[src/rtl/coin_acceptor_if.sv]
// Coin acceptor bus: raw sensor lines and the vend FSM 'open' flag in,
// coin code, reject pulse and reject count out.
interface coin_acceptor_if #(
   parameter int REJ_W = 8
) ();
   logic             nickel_in;
   logic             dime_in;
   logic             open;
   logic [1:0]       coins;
   logic             reject;
   logic [REJ_W-1:0] reject_cnt;

   // Environment side: drives the sensors and the open flag, observes results.
   modport master (
      output nickel_in,
      output dime_in,
      output open,
      input  coins,
      input  reject,
      input  reject_cnt
   );

   // Acceptor side.
   modport slave (
      input  nickel_in,
      input  dime_in,
      input  open,
      output coins,
      output reject,
      output reject_cnt
   );
endinterface

[src/rtl/coin_acceptor.sv]
// Coin acceptor front end for the vending FSM.
// Synchronises and debounces the nickel/dime sensors, turns each accepted
// coin into a one-cycle code on 'coins', and parks one coin while the vend
// FSM is busy ('open' high). Ambiguous or overflowing insertions are rejected.
//
//   state   | meaning
//   --------+-----------------------------------------------------------
//   EMPTY   | no coin parked; new coins pass straight through when open=0
//   PENDING | one coin parked in pend_code, released once open drops
module coin_acceptor #(
   parameter int DEBOUNCE_CYCLES = 4,
   parameter int CNT_W           = 3,
   parameter int REJ_W           = 8
) (
   input  logic            clk,
   input  logic            reset,
   coin_acceptor_if.slave  bus
);

   localparam logic [CNT_W-1:0] CNT_TC  = CNT_W'(DEBOUNCE_CYCLES - 1);
   localparam logic [1:0]       CODE_NONE = 2'b00;

   typedef enum logic {
      EMPTY   = 1'b0,
      PENDING = 1'b1
   } state_t;

   // Channel index 0 = nickel, 1 = dime, so an event vector doubles as
   // the coin code (01 = 5c, 10 = 10c).
   logic [1:0]       raw;
   logic [1:0]       s1;
   logic [1:0]       s2;
   logic [1:0]       deb;
   logic [1:0]       deb_d;
   logic [1:0]       ev;
   logic [CNT_W-1:0] cnt [2];

   state_t           state;
   logic [1:0]       pend_code;
   logic [1:0]       coins_q;
   logic             reject_q;
   logic [REJ_W-1:0] reject_cnt_q;

   logic             ev_both;
   logic             new_valid;
   logic [1:0]       new_code;
   logic             reject_nxt;

   assign raw = {bus.dime_in, bus.nickel_in};

   // Two-flop synchroniser, per-channel debounce and rising-level event.
   always_ff @(posedge clk) begin
      if (reset) begin
         s1     <= '0;
         s2     <= '0;
         deb    <= '0;
         deb_d  <= '0;
         ev     <= '0;
         cnt[0] <= '0;
         cnt[1] <= '0;
      end else begin
         s1    <= raw;
         s2    <= s1;
         deb_d <= deb;
         ev    <= deb & ~deb_d;
         for (int ch = 0; ch < 2; ch++) begin
            if (s2[ch] != deb[ch]) begin
               if (cnt[ch] == CNT_TC) begin
                  deb[ch] <= s2[ch];
                  cnt[ch] <= '0;
               end else begin
                  cnt[ch] <= cnt[ch] + 1'b1;
               end
            end else begin
               cnt[ch] <= '0;
            end
         end
      end
   end

   // Classify this cycle's events; simultaneous nickel+dime is ambiguous.
   always_comb begin
      ev_both    = ev[0] & ev[1];
      new_valid  = ev[0] ^ ev[1];
      new_code   = new_valid ? ev : CODE_NONE;
      reject_nxt = ev_both | ((state == PENDING) & bus.open & new_valid);
   end

   // Hand-off FSM with registered coin code, reject pulse and reject count.
   always_ff @(posedge clk) begin
      if (reset) begin
         state        <= EMPTY;
         pend_code    <= CODE_NONE;
         coins_q      <= CODE_NONE;
         reject_q     <= 1'b0;
         reject_cnt_q <= '0;
      end else begin
         coins_q  <= CODE_NONE;
         reject_q <= reject_nxt;
         if (reject_nxt && (reject_cnt_q != {REJ_W{1'b1}})) begin
            reject_cnt_q <= reject_cnt_q + 1'b1;
         end

         case (state)
            EMPTY: begin
               if (new_valid) begin
                  if (bus.open) begin
                     pend_code <= new_code;
                     state     <= PENDING;
                  end else begin
                     coins_q <= new_code;
                  end
               end
            end
            PENDING: begin
               // While open stays high the parked coin is held; any new
               // coin is bounced via reject_nxt. Once open drops, the
               // parked coin goes first and a same-cycle arrival takes its slot.
               if (!bus.open) begin
                  coins_q <= pend_code;
                  if (new_valid) begin
                     pend_code <= new_code;
                  end else begin
                     state <= EMPTY;
                  end
               end
            end
            default: begin
               state <= EMPTY;
            end
         endcase
      end
   end

   assign bus.coins      = coins_q;
   assign bus.reject     = reject_q;
   assign bus.reject_cnt = reject_cnt_q;

endmodule

[src/flat_wrapper.sv]
// flat-port wrapper written by rule: the top's interface ports become plain ports
module coin_acceptor_flat 
#(
   parameter int DEBOUNCE_CYCLES = 4,
   parameter int CNT_W           = 3,
   parameter int REJ_W           = 8
)
  (clk, reset, bus_nickel_in, bus_dime_in, bus_open, bus_coins, bus_reject, bus_reject_cnt);
  coin_acceptor_if #(.REJ_W(REJ_W)) bus_i ();
  input  logic clk;
  input  logic reset;
  input wire logic [$bits(bus_i.nickel_in)-1:0] bus_nickel_in;
  input wire logic [$bits(bus_i.dime_in)-1:0] bus_dime_in;
  input wire logic [$bits(bus_i.open)-1:0] bus_open;
  output wire logic [$bits(bus_i.coins)-1:0] bus_coins;
  output wire logic [$bits(bus_i.reject)-1:0] bus_reject;
  output wire logic [$bits(bus_i.reject_cnt)-1:0] bus_reject_cnt;
  assign bus_i.nickel_in = bus_nickel_in;
  assign bus_i.dime_in = bus_dime_in;
  assign bus_i.open = bus_open;
  assign bus_coins = bus_i.coins;
  assign bus_reject = bus_i.reject;
  assign bus_reject_cnt = bus_i.reject_cnt;
  coin_acceptor #(.DEBOUNCE_CYCLES(DEBOUNCE_CYCLES), .CNT_W(CNT_W), .REJ_W(REJ_W)) u_core (.clk(clk), .reset(reset), .bus(bus_i));
endmodule
[config.mk]
export PLATFORM = sky130hd
export DESIGN_NAME = coin_acceptor_flat
export DESIGN_NICKNAME = d
export VERILOG_FILES = /design/src/rtl/coin_acceptor_if.sv /design/src/rtl/coin_acceptor.sv /design/src/flat_wrapper.sv
export SDC_FILE = /design/constraint.sdc
export NUM_CORES = 1
export LEC_CHECK = 0
export CAP_MARGIN = 15
export CORE_UTILIZATION = 29
export DETAILED_ROUTE_END_ITERATION = 6
export DONT_BUFFER_PORTS = 1
export GPL_ROUTABILITY_DRIVEN = 0
export GPL_TIMING_DRIVEN = 0
export HOLD_SLACK_MARGIN = 0.12
export PLACE_DENSITY = 0.55
export RECOVER_POWER = 50
export SYNTH_ARGS = -nofsm -noshare
export SYNTH_HDL_FRONTEND = slang
export SYNTH_SLANG_ARGS = --single-unit
[constraint.sdc]
create_clock -name clk -period 2.3 [get_ports clk]
set_input_delay 0.46 -clock clk [delete_from_list [all_inputs] [get_ports clk]]
set_output_delay 0.46 -clock clk [all_outputs]
set_load 0.005 [all_outputs]
==> flow_summary.yaml, run 1 <==
routing:
  route.detailed.drc: 0
  ant_nets: 0
  viasPerCell: 4.72
  drt-wirelength-per-cell_microns: 11.5
  routed_wl_mm: 2.17
  firstDrtPassIters: 4
  drtIter0Drc: 26
  vias: 888
cells_and_area:
  syn2layout_area_growth_pct: 12.5
  diodes: 0
  stdcell_area_sq_um: 1480
  drive_above_1_share_pct: 11.8
  final_util_pct: 33.9
  fill_cells: 459
  nNetsFinal: 147
  fin_cells: 188
sta:
  layout_setup_ws_ns: 0.670
  fin_crit_ns: 1.63
  setup_viol: 0
  fin_hold_ws_ns: 0.254
  slew_violations: 0
  finalHoldViolCount: 0
  fmax_mhz: 614
  fin_crit_sh_pct: 70.9
  rsz0062_at_grt: "false"
  finClkSkew_ns: 0.00618
  tns_ns: 0
cts:
  clkSinkCount: 30
  clk_path_buf_depth: 2
  path_clk_slew_ns: 0.06
  cts_root_buffer: "clkbuf_8"
  cts_tree: "built"
  post_cts_buffers: 0
  numCtsBuffers: 5
  cts_resized: 0
  postCtsHoldBufs: 0
  clk_latency_ns: 0.28
  htreeDepth: 2
synth:
  syn_inst: 123
  syn_area_per_cell_sq_um: 10.7
  yosysTopAreaCell: "dfxtp_1"
  netlist_top_cells_area: "dfxtp_1 37%, edfxtp_1 14%, ha_1 6.7%, nor2b_1 5.2%, nor2_1 3.4%"
  syn_area_sq_um: 1310
  synth_ff_type: "dfxtp_1"
  synth_most_common_cell: "dfxtp_1"
  synth_cell_type_count: 33
  synth_warnings: 0
  ys_ff_latch: 30
  synth-edff-count: 6
  ys_top_cells_by_count: "24 x dfxtp_1, 12 x nor2_1, 11 x nor2b_1, 7 x ha_1, 7 x nand2_1"
  async_flop_share_pct: 0
  yosysSeqAreaShare_pct: 50.3
  synth_top_area_share_pct: 36.6
floorplan:
  io_pins: 16
  start_util_pct: 30.2
  die_h_microns: 69.3
  die_w_microns: 69.3
  die_area_sq_um: 4800
  num_rows: 24
  core_area_sq_um: 4350
worst_setup_path:
  arrival_ns: 1.79
  critPathCaptureType: "flop"
  worst-path-max-fanout: 6
  cp-start-kind: "flop"
  cp-startpoint: "u_core.bus.reject_cnt[0]"
  r2r_start: "u_core.bus.reject_cnt[0]"
  required_ns: 2.46
  critPathKind: "reg2reg"
placement:
  dp_cells: 180
  port_buffers: 0
  dp_slack_ns: 0.666
  post_dp_cell_area_sq_um: 1400
  hpwlAfterDp_mm: 1.56
power_and_ir_drop:
  power.total_mw: 0.972
  leakage_nw: 0.555
  powerDensity_nw_per_um2: 658
  max-vdd-ir-drop_uv: 309
min_path:
  hold_path.class: "in2reg"
  min-delay-start: "bus_open"
global_routing:
  antenna_found_initial: 0
  grt_max_degree: 11
  overflow: 0
  grt_pass1_wl_mm: 3.80
  grt_usage_pct: 10.1
  grt_pass1_vias: 869
run:
  maxCapViolCount: 0
run_status:
  outcome: "finished clean"
layout make-up:
type | instances | area, sq um | area share, %
sequential | 30 | 661 | 44.7
multi-input combinational | 88 | 623 | 42.2
clock buffer | 6 | 72.6 | 4.91
tap | 52 | 65.1 | 4.40
buffer | 5 | 27.5 | 1.86
inverter | 5 | 18.8 | 1.27
clock inverter | 2 | 10.0 | 0.677
flip-flops by register name, indices dropped and copies added (netlist names):
signal and cells:
u_core.deb_d 2, u_core.bus.coins 2, u_core.bus.reject 1, u_core.deb 2
u_core.s2 2, u_core.state 1, u_core.bus.reject_cnt 8, u_core.pend_code 2
u_core.s1 2, u_core.cnt 6, u_core.ev 2
kinds of logic after synthesis:
logic type / after synthesis / synth area share [%]
AOI/OAI and AO/OA: 19 / 12.6
xor gates and xnor gates: 2 / 1.33
adders and majority gates: 7 / 6.67
buffers and inverters: 10 / 3.71
DFF: 30 / 50.3
muxes: 6 / 5.43
other: 1 / 0.285
and+or+nand+nor: 48 / 19.7
layer usage:
metal	vias up	track usage [%]	part of all wire, %
met5	-	0	0
met4	0	5.44	2.3
met3	7	4.36	6.5
met2	20	16.3	46
met1	411	11.3	45
li1	450	-	-
placed cells by master (no fill, tap or decap), drive strengths merged, types with 4 or more instances in the layout:
cell type  count
a211oi         7
a21oi          5
a31oi          4
clkbuf         9
conb           6
dfxtp         24
edfxtp         6
ha             7
inv            5
nand2          7
nand3          4
nor2          12
nor2b         11
where the power goes:
| part | switching (mW) | leakage (nW) | internal, mW | total (mW) |
|---|---|---|---|---|
| clock | 0.187 | 0.0450 | 0.209 | 0.396 |
| combinational | 0.0179 | 0.254 | 0.0102 | 0.0281 |
| sequential | 0.00336 | 0.256 | 0.545 | 0.548 |
worst paths after layout:
path	end	slack (ns)	depth (start not counted)
worst max-delay path	u_core.bus.reject_cnt[3]	0.67	4
worst min-delay path	u_core.bus.coins[0]	0.25	1
worst max register to register	u_core.bus.reject_cnt[3]	0.67	4
worst min register to register	u_core.ev[0]	0.38	1
worst max-delay path: stages (launching register included):
cell      delay [ns]
dfxtp_1         0.36
ha_1            0.28
and2_1          0.22
a211oi_2        0.30
mux2_1          0.35
No activity file was read; power rests on OpenSTA's default activity.
==> run 2, diff against run 1 <==
Settings changed: PLACE_DENSITY 0.55 to 0.56.
Clock period 2.3 ns to 1.4 ns, I/O delays scaled along.
==> run 2 against run 1 <==
Compared with the run above:
- design area is 15% higher
- clock skew is 0.0021 ns lower
- largest power group unchanged
- total power is 65% higher
==> flow_summary.yaml, run 2 (synthesized netlist as in run 1, its figures left out) <==
floorplan:
  core_area_sq_um: 4350
  num_rows: 24
  die_h_microns: 69.3
  start_util_pct: 30.2
  io_pins: 16
  die_area_sq_um: 4800
  die_w_microns: 69.3
worst_setup_path:
  r2r_setup_slack_ns: 0.005
  critPathKind: "reg2reg"
  cp_slowest_cell: "dfxtp_2"
  path_delay_family: "flip-flops"
  cp-start-kind: "flop"
  cp_num_buf_inv: 1
  crit_path_cell_trace: "and4_1 > buf_6 > a211oi_2 > mux2_4"
  critical_path.max_stage_delay_ns: 0.34
  worst-path-max-fanout: 5
  critPathCaptureType: "flop"
  arrival_ns: 1.56
  required_ns: 1.56
cts:
  numCtsBuffers: 5
  cts_root_buffer: "clkbuf_8"
  clk_latency_ns: 0.27
  clkSinkCount: 30
  cts_tree: "built"
  path_clk_slew_ns: 0.06
  htreeDepth: 2
  clk_path_buf_depth: 2
cells_and_area:
  final_cell_mix: "14 x dfxtp_1, 12 x buf_4, 11 x nor2b_1"
  layout_commonest_cell: "dfxtp_1"
  nNetsFinal: 160
  largest_reg_flops: 8
  stdcell_area_sq_um: 1700
  syn2layout_area_growth_pct: 29.6
  diodes: 0
  drive_above_1_share_pct: 36.2
  final_util_pct: 39.1
sta:
  finClkSkew_ns: 0.00408
  setup_viol: 0
  layout_setup_ws_ns: 0.00495
  fin_crit_ns: 1.40
  fin_crit_sh_pct: 99.6
  slew_violations: 0
  fmax_mhz: 717
  rsz0062_at_grt: "true"
  finalHoldViolCount: 0
power_and_ir_drop:
  powerDensity_nw_per_um2: 943
  p_int_mw: 1.26
  combPwrFrac_pct: 4.3
  power_frac_clock_pct: 40.0
  leakage_nw: 0.621
  max-vdd-ir-drop_uv: 420
  sequentialPowerShare_pct: 55.7
  switching_share_pct: 21.4
  power_switching_mw: 0.344
global_routing:
  grt_usage_pct: 10.3
  overflow: 0
  grt_pass1_wl_mm: 3.84
  antenna_found_initial: 0
  grt_pass1_vias: 920
  grt_max_degree: 11
min_path:
  hold_path.class: "in2reg"
run_status:
  outcome: "finished clean"
placement:
  port_buffers: 0
  post_dp_cell_area_sq_um: 1420
  hpwlAfterDp_mm: 1.57
  dp_slack_ns: -0.134
routing:
  ant_nets: 0
  viasPerCell: 4.82
  drtIter0Drc: 43
  firstDrtPassIters: 4
  drt-wirelength-per-cell_microns: 11.6
  vias: 968
  route.detailed.drc: 0
  routed_wl_mm: 2.34
run:
  maxCapViolCount: 0
-- run 2: cell type report --
| cell class | instances | area (sq um) |
|---|---|---|
| Buffer | 4 | 23.8 |
| Clock buffer | 6 | 72.6 |
| Clock inverter | 2 | 8.76 |
| Fill cell | 431 | 2650 |
| Inverter | 5 | 18.8 |
| Multi-Input combinational cell | 88 | 722 |
| Sequential cell | 30 | 681 |
| Tap cell | 52 | 65.1 |
| Timing Repair Buffer | 14 | 111 |
-- run 2: power by group through the flow --
stage / Combinational [mW] / Clock (mW) / Sequential [mW]
floorplan: 0.0375 / 0 / 0.919
global placement: 0.0449 / 0 / 0.919
detailed placement: 0.0469 / 0 / 0.920
CTS: 0.0579 / 0.666 / 0.897
global route: 0.0775 / 0.698 / 0.896
finish: 0.0688 / 0.642 / 0.895
-- run 2: what timing repair did --
item / CTS / global route
hold endpoints to repair: 2 / 0
endpoints found under the setup margin: 11 / 11
pin swaps: 6 / 12
buffers inserted: 6 / 7
hold buffers: 1 / 0
gates resized for setup: 18 / 12
-- run 2: final timing paths --
kind	end	cells after the start	start
min	u_core.s1[0]	1	bus_nickel_in
max	u_core.bus.reject_cnt[4]	4	u_core.bus.reject_cnt[5]
max reg2reg	u_core.bus.reject_cnt[4]	4	u_core.bus.reject_cnt[5]
min reg2reg	u_core.ev[0]	1	u_core.deb_d[0]
-- run 2: stage by stage --
| stage | hold WS (ns) | cells | total power [mW] | setup TNS [ns] |
|---|---|---|---|---|
| global route | 0.127 | 201 | 1.67 | -0.0826 |
| detailed placement | 0.362 | 180 | 0.967 | -0.583 |
| global placement | 0.361 | 180 | 0.964 | -0.350 |
| finish | 0.140 | 201 | 1.61 | 0 |
| CTS | 0.131 | 194 | 1.62 | -0.00535 |
| floorplan | 0.358 | 128 | 0.956 | 0 |
-- run 2: metal layers --
layer	up-vias	wire [microns]	track usage (%)
met5	-	0	0
met4	0	20	4.08
met3	2	104	5.09
met2	26	1180	16.8
met1	464	1030	11.4
li1	476	-	-
==> run 3, diff against run 2 <==
Settings changed: CORE_MARGIN from default to 1.5, RECOVER_POWER 50 to default.
==> run 3 against run 2 <==
Compared with the run above:
- the flow now finishes with violations (negative setup slack)
- design area down 4.8%
- clock skew hardly changed
- worst setup slack got worse by 0.013 ns
- final cell count down 3.0%
- sequential power is 0.7% higher
- first-iteration DRC count is 49% lower
- flip-flop and latch count unchanged
- clock-buffer cell count up 1
==> flow_summary.yaml, run 3 (synthesized netlist as in run 1, its figures left out) <==
worst_setup_path:
  r2r_start: "u_core.bus.reject_cnt[5]"
  critical_path.max_stage_delay_ns: 0.35
  timing.rr.end: "u_core.bus.reject_cnt[3]"
  required_ns: 1.57
  reg2reg_depth: 4
  r2r_setup_slack_ns: -0.008
  cp_num_buf_inv: 1
  critPathKind: "reg2reg"
  path_depth: 4
  cp_slowest_cell: "dfxtp_1"
  arrival_ns: 1.57
  path_delay_family: "flip-flops"
  worst-path-max-fanout: 7
  critPathCaptureType: "flop"
  crit_path_cell_trace: "and4_1 > buf_6 > a211oi_2 > mux2_1"
  cp-start-kind: "flop"
global_routing:
  grt.met2_usage_pct: 15.9
  grt_usage_pct: 10.6
  use_met3_pct: 4.47
  antenna_found_initial: 0
  met1_usage_pct: 12.4
  grt_pass1_wl_mm: 4.00
  busiest_layer: "met2"
  grt_max_degree: 11
  overflow: 0
  grt_pass1_vias: 886
routing:
  drtIter0Drc: 22
  route.detailed.drc: 0
  firstDrtPassIters: 4
  drt-wirelength-per-cell_microns: 11.9
  vias: 906
  routed_wl_mm: 2.32
  viasPerCell: 4.65
  ant_nets: 0
cells_and_area:
  drive_above_1_share_pct: 30.1
  largest_reg_flops: 8
  diodes: 0
  nNetsFinal: 155
  syn2layout_area_growth_pct: 23.3
  final_util_pct: 37.2
  layout_commonest_cell: "dfxtp_1"
  final_cell_mix: "18 x dfxtp_1, 11 x nor2b_1, 8 x nor2_1, 7 x nand2_1, 7 x buf_4"
cts:
  clk_latency_ns: 0.28
  clk_path_buf_depth: 2
  clkSinkCount: 30
  numCtsBuffers: 5
  htreeDepth: 2
  path_clk_slew_ns: 0.06
  cts_root_buffer: "clkbuf_8"
  cts_tree: "built"
floorplan:
  core_area_sq_um: 4350
  num_rows: 24
  die_w_microns: 70.3
  die_h_microns: 70.3
  die_area_sq_um: 4940
  io_pins: 16
  start_util_pct: 30.2
power_and_ir_drop:
  leakage_nw: 0.587
  powerDensity_nw_per_um2: 990
  power_switching_mw: 0.337
  max-vdd-ir-drop_uv: 424
  switching_share_pct: 21.0
  sequentialPowerShare_pct: 56.2
  power_frac_clock_pct: 39.8
  p_int_mw: 1.27
  combPwrFrac_pct: 4.0
sta:
  finalHoldViolCount: 0
  slew_violations: 0
  finClkSkew_ns: 0.00373
  layout_setup_ws_ns: -0.00785
  setup_viol: 1
  fin_crit_sh_pct: 101
  fin_crit_ns: 1.41
  rsz0062_at_grt: "true"
  fmax_mhz: 710
min_path:
  hold_path.class: "in2reg"
  worstHoldEndpoint: "u_core.s1[1]"
  hold_depth: 1
  min-delay-start: "bus_dime_in"
run_status:
  violations: "negative setup slack"
  outcome: "complete, but fails checks"
run:
  maxCapViolCount: 0
placement:
  hpwlAfterDp_mm: 1.62
  port_buffers: 0
  dp_slack_ns: -0.0974
[run 3: worst max-delay path by stage]
stage	start	end	slack, ns
after global placement	u_core.ev[0]	u_core.bus.reject_cnt[3]	-0.08
final	u_core.bus.reject_cnt[5]	u_core.bus.reject_cnt[3]	-0.008
after floorplan	u_core.ev[0]	u_core.bus.reject_cnt[3]	0.005
after global routing	u_core.bus.reject_cnt[5]	u_core.bus.reject_cnt[3]	-0.05
after CTS	u_core.ev[0]	u_core.bus.reject_cnt[3]	-0.03
after detailed placement	u_core.bus.reject_cnt[0]	u_core.bus.reject_cnt[4]	-0.1
[run 3: timing repair]
item                                    CTS  global route
hold buffers                              1             0
pin swaps                                 4             7
endpoints found under the setup margin   11            10
gates resized for setup                  12             6
endpoints found under the hold margin     2             0
setup buffers                             7             1
[run 3: power groups by stage]
stage          logic, mW  registers, mW  clock network, mW
4_1_cts           0.0587          0.901              0.664
5_1_grt           0.0754          0.902              0.704
3_5_place_dp      0.0471          0.921                  0
6_report          0.0644          0.901              0.638
3_3_place_gp      0.0453          0.919                  0
2_1_floorplan     0.0375          0.919                  0
[run 3: area by class of cell]
class / count / area, sq um
Tap cell: 52 / 65.1
Fill cell: 448 / 2730
Sequential cell: 30 / 668
Clock buffer: 7 / 76.3
Buffer: 4 / 25.0
Multi-Input combinational cell: 88 / 693
Timing Repair Buffer: 9 / 73.8
Inverter: 5 / 18.8
[run 3: worst reg2reg max path: cells and delay by family (launching register included)]
family / cells / cell delay (ns)
simple gates: 1 / 0.21
compound gates: 1 / 0.26
mux: 1 / 0.34
flops: 1 / 0.35
buf+inv: 1 / 0.13
[run 3: metrics by stage]
step / hold WS, ns / total power [mW] / TNS, ns / instance area, sq um / std cells
after global placement: 0.360 / 0.965 / -0.357 / 1420 / 180
after global routing: 0.140 / 1.68 / -0.174 / 1620 / 195
final: 0.133 / 1.60 / -0.00785 / 1620 / 195
after CTS: 0.123 / 1.62 / -0.0260 / 1590 / 194
after detailed placement: 0.362 / 0.968 / -0.708 / 1420 / 180
after floorplan: 0.358 / 0.956 / 0 / 1360 / 128
[run 3: per-layer routing]
metal  wire length, microns  up-vias  share of wire [%]
met2                   1070       22                 46
met4                     60        0                2.6
li1                       -      464                  -
met5                      0        -                  0
met3                    122        6                5.3
met1                   1070      414                 46
